File: config.mk
export PLATFORM = sky130hd
export DESIGN_NAME = rr_replay_pkt_decoder_flat
export DESIGN_NICKNAME = d
export VERILOG_FILES = /design/src/rtl/rr_replay_pkt_decoder_pkg.sv /design/src/rtl/rr_replay_pkt_decoder_if.sv /design/src/rtl/rr_replay_pkt_decoder_extract.sv /design/src/rtl/rr_replay_pkt_decoder.sv /design/src/flat_wrapper.sv
export SDC_FILE = /design/constraint.sdc
export NUM_CORES = 2
export LEC_CHECK = 0
export ABC_CLOCK_PERIOD_IN_PS = 6530
export CAP_MARGIN = 10
export CELL_PAD_IN_SITES_DETAIL_PLACEMENT = 1
export CELL_PAD_IN_SITES_GLOBAL_PLACEMENT = 1
export CORE_MARGIN = 2
export CORE_UTILIZATION = 25
export CTS_CLUSTER_SIZE = 20
export DETAILED_ROUTE_END_ITERATION = 10
export PLACE_DENSITY_LB_ADDON = 0.25
export SETUP_SLACK_MARGIN = 0.15
export SLEW_MARGIN = 20
export SYNTH_ARGS = -nofsm -noshare
export SYNTH_HDL_FRONTEND = slang
export SYNTH_SLANG_ARGS = --single-unit
File: constraint.sdc
create_clock -name clk -period 6.53 [get_ports clk]
set_input_delay 1.306 -clock clk [delete_from_list [all_inputs] [get_ports clk]]
set_output_delay 1.306 -clock clk [all_outputs]
set_load 0.1 [all_outputs]
File: src/rtl/rr_replay_pkt_decoder_pkg.sv
// rr_replay_pkg: shared widths, FSM states and width-table helpers for the replay decoder
package rr_replay_pkg;

    localparam int RR_CHANNEL_WIDTH_BITS = 8;
    localparam int RR_MAX_CH = 64;

    typedef logic [RR_MAX_CH-1:0][RR_CHANNEL_WIDTH_BITS-1:0] width_tab_t;

    typedef enum logic [1:0] {ST_IDLE, ST_DISPATCH, ST_END} state_t;

    localparam logic [13:0][RR_CHANNEL_WIDTH_BITS-1:0] RR_SHUFFLED_CHANNEL_WIDTHS = {
        8'd12, 8'd8, 8'd32, 8'd4, 8'd16, 8'd8, 8'd24,
        8'd1, 8'd8, 8'd16, 8'd32, 8'd2, 8'd8, 8'd64
    };

    function automatic int max_ch_width(input width_tab_t w);
        int m = 0;
        for (int i = 0; i < RR_MAX_CH; i++) m = (int'(w[i]) > m) ? int'(w[i]) : m;
        return m;
    endfunction

    function automatic int sum_widths(input width_tab_t w);
        int s = 0;
        for (int i = 0; i < RR_MAX_CH; i++) s += int'(w[i]);
        return s;
    endfunction

    // Payload bits occupied by set channels below n; n = RR_MAX_CH gives the full payload length.
    function automatic int ch_offset(input width_tab_t w, input logic [RR_MAX_CH-1:0] b, input int n);
        int s = 0;
        for (int j = 0; j < RR_MAX_CH; j++) s += (j < n && b[j]) ? int'(w[j]) : 0;
        return s;
    endfunction

endpackage

File: src/rtl/rr_replay_pkt_decoder_if.sv
// rr_replay_pkt_decoder_if: replay packet input and per-channel event output bundle
interface rr_replay_pkt_decoder_if import rr_replay_pkg::*; #(
    parameter int LOGB_CHANNEL_CNT = 14,
    parameter int LOGE_CHANNEL_CNT = 25,
    parameter logic [LOGB_CHANNEL_CNT-1:0][RR_CHANNEL_WIDTH_BITS-1:0] SHUFFLED_CHANNEL_WIDTHS = RR_SHUFFLED_CHANNEL_WIDTHS
) ();
    localparam width_tab_t W_TAB = width_tab_t'(SHUFFLED_CHANNEL_WIDTHS);
    localparam int WIDTH = LOGB_CHANNEL_CNT + LOGE_CHANNEL_CNT + sum_widths(W_TAB);
    localparam int OFFSET_WIDTH = $clog2(WIDTH + 1);
    localparam int MAX_CH_WIDTH = max_ch_width(W_TAB);

    logic                                             pkt_valid;
    logic                                             pkt_ready;
    logic [WIDTH-1:0]                                 pkt;
    logic [OFFSET_WIDTH-1:0]                          pkt_width;
    logic [LOGB_CHANNEL_CNT-1:0]                      logb_valid;
    logic [LOGB_CHANNEL_CNT-1:0]                      logb_ready;
    logic [LOGB_CHANNEL_CNT-1:0][MAX_CH_WIDTH-1:0]    logb_data;
    logic [LOGE_CHANNEL_CNT-1:0]                      loge_valid;
    logic [LOGE_CHANNEL_CNT-1:0]                      loge_ready;

    modport master (
        output pkt_valid, pkt, pkt_width, logb_ready, loge_ready,
        input  pkt_ready, logb_valid, logb_data, loge_valid
    );

    modport slave (
        input  pkt_valid, pkt, pkt_width, logb_ready, loge_ready,
        output pkt_ready, logb_valid, logb_data, loge_valid
    );

endinterface

File: src/rtl/rr_replay_pkt_decoder_extract.sv
// rr_pkt_extract: combinational prefix-sum lane extraction and packet length from a packed replay packet
module rr_pkt_extract import rr_replay_pkg::*; #(
    parameter int LOGB_CHANNEL_CNT = 14,
    parameter int LOGE_CHANNEL_CNT = 25,
    parameter logic [LOGB_CHANNEL_CNT-1:0][RR_CHANNEL_WIDTH_BITS-1:0] SHUFFLED_CHANNEL_WIDTHS = RR_SHUFFLED_CHANNEL_WIDTHS,
    localparam width_tab_t W_TAB = width_tab_t'(SHUFFLED_CHANNEL_WIDTHS),
    localparam int HDR = LOGB_CHANNEL_CNT + LOGE_CHANNEL_CNT,
    localparam int WIDTH = HDR + sum_widths(W_TAB),
    localparam int OFFSET_WIDTH = $clog2(WIDTH + 1),
    localparam int MAX_CH_WIDTH = max_ch_width(W_TAB)
) (
    input  logic [WIDTH-1:0]                              i_pkt,
    output logic [LOGB_CHANNEL_CNT-1:0][MAX_CH_WIDTH-1:0] o_lanes,
    output logic [OFFSET_WIDTH-1:0]                       o_len
);
    logic [RR_MAX_CH-1:0] w_bits;

    assign w_bits = RR_MAX_CH'(i_pkt[LOGB_CHANNEL_CNT-1:0]);
    assign o_len  = OFFSET_WIDTH'(HDR + ch_offset(W_TAB, w_bits, RR_MAX_CH));

    for (genvar i = 0; i < LOGB_CHANNEL_CNT; i++) begin : g_lane
        localparam int W = int'(W_TAB[i]);
        localparam logic [MAX_CH_WIDTH-1:0] MASK = {MAX_CH_WIDTH{1'b1}} >> (MAX_CH_WIDTH - W);
        assign o_lanes[i] = w_bits[i]
            ? (MAX_CH_WIDTH'(i_pkt >> (HDR + ch_offset(W_TAB, w_bits, i))) & MASK)
            : '0;
    end

endmodule

File: src/rtl/rr_replay_pkt_decoder.sv
// rr_replay_pkt_decoder: splits replay packets into per-channel logb/loge events held until consumed
module rr_replay_pkt_decoder import rr_replay_pkg::*; #(
    parameter int LOGB_CHANNEL_CNT = 14,
    parameter int LOGE_CHANNEL_CNT = 25,
    parameter logic [LOGB_CHANNEL_CNT-1:0][RR_CHANNEL_WIDTH_BITS-1:0] SHUFFLED_CHANNEL_WIDTHS = RR_SHUFFLED_CHANNEL_WIDTHS
) (
    input  logic                   clk,
    input  logic                   rst_n,
    rr_replay_pkt_decoder_if.slave io_bus,
    output logic                   o_trace_end,
    output logic                   o_len_error,
    output logic [31:0]            o_pkt_cnt
);
    localparam width_tab_t W_TAB = width_tab_t'(SHUFFLED_CHANNEL_WIDTHS);
    localparam int LB = LOGB_CHANNEL_CNT;
    localparam int HDR = LOGB_CHANNEL_CNT + LOGE_CHANNEL_CNT;
    localparam int WIDTH = HDR + sum_widths(W_TAB);
    localparam int OFFSET_WIDTH = $clog2(WIDTH + 1);
    localparam int MAX_CH_WIDTH = max_ch_width(W_TAB);

    state_t                                       r_state, w_state_nxt;
    logic [LB-1:0]                                r_pend_b, w_pend_b_nxt;
    logic [LOGE_CHANNEL_CNT-1:0]                  r_pend_e, w_pend_e_nxt;
    logic [LB-1:0][MAX_CH_WIDTH-1:0]              r_lanes, w_lanes;
    logic [OFFSET_WIDTH-1:0]                      w_len;
    logic [31:0]                                  r_pkt_cnt;
    logic                                         r_trace_end, r_len_error;
    logic                                         w_accept, w_hdr_zero, w_drained;

    rr_pkt_extract #(
        .LOGB_CHANNEL_CNT       (LOGB_CHANNEL_CNT),
        .LOGE_CHANNEL_CNT       (LOGE_CHANNEL_CNT),
        .SHUFFLED_CHANNEL_WIDTHS(SHUFFLED_CHANNEL_WIDTHS)
    ) u_extract (
        .i_pkt  (io_bus.pkt),
        .o_lanes(w_lanes),
        .o_len  (w_len)
    );

    assign io_bus.logb_valid = r_pend_b;
    assign io_bus.loge_valid = r_pend_e;
    assign io_bus.logb_data  = r_lanes;
    assign o_trace_end       = r_trace_end;
    assign o_len_error       = r_len_error;
    assign o_pkt_cnt         = r_pkt_cnt;

    // Next state, upstream ready and next pending masks; a new packet may reload masks as the last events drain.
    always_comb begin
        w_drained        = ~|(r_pend_b & ~io_bus.logb_ready) && ~|(r_pend_e & ~io_bus.loge_ready);
        io_bus.pkt_ready = rst_n && (r_state == ST_IDLE || (r_state == ST_DISPATCH && w_drained));
        w_accept         = io_bus.pkt_valid && io_bus.pkt_ready;
        w_hdr_zero       = ~|io_bus.pkt[HDR-1:0];
        w_pend_b_nxt     = w_accept ? (w_hdr_zero ? '0 : io_bus.pkt[LB-1:0]) : (r_pend_b & ~io_bus.logb_ready);
        w_pend_e_nxt     = w_accept ? (w_hdr_zero ? '0 : io_bus.pkt[HDR-1:LB]) : (r_pend_e & ~io_bus.loge_ready);
        w_state_nxt      = w_accept ? (w_hdr_zero ? ST_END : ST_DISPATCH)
                         : (r_state == ST_DISPATCH && w_drained) ? ST_IDLE : r_state;
    end

    // FSM state register
    always_ff @(posedge clk or negedge rst_n) begin
        if (!rst_n) r_state <= ST_IDLE;
        else        r_state <= w_state_nxt;
    end

    // Pending masks, held lanes, packet counter and sticky status flags
    always_ff @(posedge clk or negedge rst_n) begin
        if (!rst_n) begin
            r_pend_b    <= '0;
            r_pend_e    <= '0;
            r_lanes     <= '0;
            r_pkt_cnt   <= '0;
            r_trace_end <= 1'b0;
            r_len_error <= 1'b0;
        end else begin
            r_pend_b <= w_pend_b_nxt;
            r_pend_e <= w_pend_e_nxt;
            if (w_accept && !w_hdr_zero) begin
                r_lanes   <= w_lanes;
                r_pkt_cnt <= r_pkt_cnt + 32'd1;
            end
            if (w_accept && w_len > io_bus.pkt_width) r_len_error <= 1'b1;
            if (w_accept && w_hdr_zero) r_trace_end <= 1'b1;
        end
    end

endmodule

File: src/flat_wrapper.sv
// flat-port wrapper written by rule: the top's interface ports become plain ports
module rr_replay_pkt_decoder_flat import rr_replay_pkg::*;
#(
    parameter int LOGB_CHANNEL_CNT = 14,
    parameter int LOGE_CHANNEL_CNT = 25,
    parameter logic [LOGB_CHANNEL_CNT-1:0][RR_CHANNEL_WIDTH_BITS-1:0] SHUFFLED_CHANNEL_WIDTHS = RR_SHUFFLED_CHANNEL_WIDTHS
)
  (clk, rst_n, o_trace_end, o_len_error, o_pkt_cnt, io_bus_pkt_valid, io_bus_pkt, io_bus_pkt_width, io_bus_logb_ready, io_bus_loge_ready, io_bus_pkt_ready, io_bus_logb_valid, io_bus_logb_data, io_bus_loge_valid);
  rr_replay_pkt_decoder_if #(.LOGB_CHANNEL_CNT(LOGB_CHANNEL_CNT), .LOGE_CHANNEL_CNT(LOGE_CHANNEL_CNT), .SHUFFLED_CHANNEL_WIDTHS(SHUFFLED_CHANNEL_WIDTHS)) io_bus_i ();
  input  logic clk;
  input  logic rst_n;
  output logic o_trace_end;
  output logic o_len_error;
  output logic [31:0] o_pkt_cnt;
  input wire logic [$bits(io_bus_i.pkt_valid)-1:0] io_bus_pkt_valid;
  input wire logic [$bits(io_bus_i.pkt)-1:0] io_bus_pkt;
  input wire logic [$bits(io_bus_i.pkt_width)-1:0] io_bus_pkt_width;
  input wire logic [$bits(io_bus_i.logb_ready)-1:0] io_bus_logb_ready;
  input wire logic [$bits(io_bus_i.loge_ready)-1:0] io_bus_loge_ready;
  output wire logic [$bits(io_bus_i.pkt_ready)-1:0] io_bus_pkt_ready;
  output wire logic [$bits(io_bus_i.logb_valid)-1:0] io_bus_logb_valid;
  output wire logic [$bits(io_bus_i.logb_data)-1:0] io_bus_logb_data;
  output wire logic [$bits(io_bus_i.loge_valid)-1:0] io_bus_loge_valid;
  assign io_bus_i.pkt_valid = io_bus_pkt_valid;
  assign io_bus_i.pkt = io_bus_pkt;
  assign io_bus_i.pkt_width = io_bus_pkt_width;
  assign io_bus_i.logb_ready = io_bus_logb_ready;
  assign io_bus_i.loge_ready = io_bus_loge_ready;
  assign io_bus_pkt_ready = io_bus_i.pkt_ready;
  assign io_bus_logb_valid = io_bus_i.logb_valid;
  assign io_bus_logb_data = io_bus_i.logb_data;
  assign io_bus_loge_valid = io_bus_i.loge_valid;
  rr_replay_pkt_decoder #(.LOGB_CHANNEL_CNT(LOGB_CHANNEL_CNT), .LOGE_CHANNEL_CNT(LOGE_CHANNEL_CNT), .SHUFFLED_CHANNEL_WIDTHS(SHUFFLED_CHANNEL_WIDTHS)) u_core (.clk(clk), .rst_n(rst_n), .io_bus(io_bus_i), .o_trace_end(o_trace_end), .o_len_error(o_len_error), .o_pkt_cnt(o_pkt_cnt));
endmodule
==> out/metrics.csv <==
metric;value;unit
r2r_setup_slack;2170;ps
drc;0;
synth_edf_count;0;
slowest_delay;1010;ps
timing.final.crit_share;98.2;%
fp.coreArea;273000;µm²
avgViaCountPerCell;6.40;
p_switching;32.0;mW
avgSynthCellArea;8.09;µm²
postRouteAntennaNets;0;
pwr-share-clk;5.2;%
p_int;18.6;mW
synthesis.area;68600;µm²
io_buffers;633;
critPathKind;primary input to flip-flop;
netlist_instances;8485;
start_util;25.1;%
critPathCaptureType;flip-flop;
cts_tree;done;
grt_overflow_total;0;
vias;88179;
synthToLayoutAreaGrowth;33.1;%
critical_path.reg2reg.startpoint;u_core.io_bus.logb_valid[10];
holdBufCountCts;0;
path_delay_family;compound AO/OA/AOI/OAI gates;
crit_chain;clkdlybuf4s50_1, buf_6, ha_2, inv_1, fa_2, inv_2, ha_4, xnor2_2, xnor3_2, ha_4, ha_4, xor2_2, buf_6, xnor2_2, buf_12, o211ai_1, o311ai_1, buf_4, nand3_1, a31oi_1, buf_4, a221o_1;
switching_share;63.2;%
final_cell_mix;nand2_1, buf_4, mux4_2;
gp_congestion;1.13;
clkTransAtPathRegs;60;ps
wl_per_cell;50.2;µm
power_density;554;nW/µm²
final_hold_viol_count;0;
holdPathStages;2;
ys_async_sr_fraction;100;%
fill_cells;32241;
crit_slowest_cell;o211ai_1;
ys_seq_area_share;11.3;%
dieWidth;528;µm
ir_drop;0.383;mV
path_buf_inv;8;
cp_common_cell;ha_4;
grt_pass1_vias;83169;
p_leak;38.7;nW
status;finished clean;
setup_viol;0;
final_common_cell;nand2_1;
whs;472;ps
total_power;50.6;mW
final_max_slew_viol_count;0;
cts_htree_levels;2;
grt_pass1_wl;881;mm
slew_headroom;14.4;%
die_h;528;µm
dp_slack;-914;ps
ys_warn_count;0;
drv_cap;0;
hp-class;flip-flop to flip-flop;
final_cell_area;91400;µm²
clk_latency;720;ps
clock-root-buffer;clkbuf_16;
rsz0062_at_grt;false;
clock.fmax;156;MHz
pwr-share-comb;88.6;%
period_needed;6410;ps
worstMarginPinSlew;1280;ps
cts_buffers;44;
synth_seq_cells;310;
r2r_end;u_core.io_bus.logb_data[465];
final_nets;10435;
rr_worst_depth;13;
antenna_found_initial;129;
critPathArrivalTime;6990;ps
routed_wl;692;mm
path_max_fanout;5;
first_pass_iters;6;
die_area;279000;µm²
min_to;u_core.io_bus.logb_data[55];
ys_types;108;
seqPwrFrac;6.2;%
clkSinkCount;310;
pin_count;1295;
min-delay-start;u_core.io_bus.logb_data[55];
cp-start-kind;primary input;
synthFlopType;dfrtp_1;
drive_above_1_share;29.5;%
clk_path_buf_depth;3;
worst_ep_required_time;7100;ps
core.rowCount;192;
grtUsageTotal;47.9;%
grt_max_degree;108;
dpl.hpwl;574;mm
finClkSkew;47.8;ps
placed_area;89500;µm²
first_iter_violations;12831;
layout_setup_ws;118;ps
## Yosys cell counts (all sizes together), types with 65 or more instances
master,number,area share [%]
clkbuf,496,2.7
nor2,658,3.6
mux4,811,27
a31oi,65,0.60
mux2i,570,8.3
xnor2,87,1.2
o211ai,218,2.4
o21ai,531,3.9
nor2b,75,0.68
nand2,1724,9.4
a311oi,77,0.98
dfrtp,310,11
a211oi,270,3.0
inv,73,0.40
nand3,244,1.8
a21oi,488,3.6
nor3,81,0.60
mux2,147,2.4
buf,972,9.3
## layout make-up
type | instances | area (µm²) | area share (%)
clock inverters | 24 | 245 | 0.268
inverters | 74 | 287 | 0.314
clock buffers | 57 | 1260 | 1.38
repair buffers | 2346 | 21300 | 23.3
flip-flops and latches | 310 | 7760 | 8.49
multi-input cells | 7293 | 55800 | 61.1
diodes | 82 | 205 | 0.225
well taps | 3589 | 4490 | 4.92
## per-stage QoR
stage / cells / setup TNS (ps) / util [%]
after CTS: 13693 / 0 / 33.3
after global routing: 13715 / 0 / 33.4
final: 13775 / 0 / 33.4
after global placement: 13604 / -29330 / 32.7
after detailed placement: 13605 / -26810 / 32.7
after floorplan: 9145 / 0 / -
## power by group through the flow
stage	clock network (mW)	logic (mW)	registers [mW]
2_1_floorplan	0	16.9	7.62
6_report	2.65	44.9	3.13
5_1_grt	2.75	45.2	3.20
3_5_place_dp	0	42.7	3.12
4_1_cts	2.69	42.9	3.12
3_3_place_gp	0	42.6	3.13
## what timing repair did
action	4_1_cts	5_1_grt
setup buffers	7	0
pin swaps	8	7
resized for setup	7	15
setup endpoints to repair	15	15
## worst max-delay path by stage
stage                       start                      endpoint  depth (start not counted)  slack, ps
finish              io_bus_pkt[7]  u_core.io_bus.logb_data[838]                         22        120
global route        io_bus_pkt[5]  u_core.io_bus.logb_data[838]                         24         60
CTS                 io_bus_pkt[7]  u_core.io_bus.logb_data[841]                         26        210
detailed placement  io_bus_pkt[5]  u_core.io_bus.logb_data[773]                         27       -910
global placement    io_bus_pkt[5]  u_core.io_bus.logb_data[773]                         27       -880
floorplan           io_bus_pkt[1]  u_core.io_bus.logb_data[836]                         25         10
## worst min-delay path, cell delays in order, from the launching register on
cell and delay, ps:
dfrtp_1 340, nand2_1 50, nand2_1 50
## sequential cells by signal (all words and copies together), names as in the netlist
| signal | flops |
|---|---|
| u_core.r_state | 2 |
| u_core.o_pkt_cnt | 32 |
| u_core.o_trace_end | 1 |
| u_core.io_bus.logb_data | 235 |
| u_core.o_len_error | 1 |
| u_core.io_bus.logb_valid | 14 |
| u_core.io_bus.loge_valid | 25 |
## logic make-up after synthesis
| group | after synthesis | synth area share, % |
|---|---|---|
| muxes | 1528 | 37.3 |
| buffers and inverters | 1542 | 12.4 |
| adders and majority gates | 41 | 0.769 |
| DFF | 310 | 11.3 |
| other | 1 | 0.00546 |
| AOI/OAI and AO/OA | 1962 | 18.3 |
| xor gates and xnor gates | 120 | 1.78 |
| and+or+nand+nor | 2981 | 18.1 |
## per-layer routing
| layer | routed length (µm) | GRT usage, % | vias up |
|---|---|---|---|
| met2 | 276000 | 66.0 | 6895 |
| li1 | - | - | 33554 |
| met4 | 60400 | 35.0 | 50 |
| met1 | 271000 | 60.2 | 46005 |
| met5 | 385 | 0 | - |
| met3 | 83700 | 18.4 | 1675 |
(Power assumes the default switching activity.)
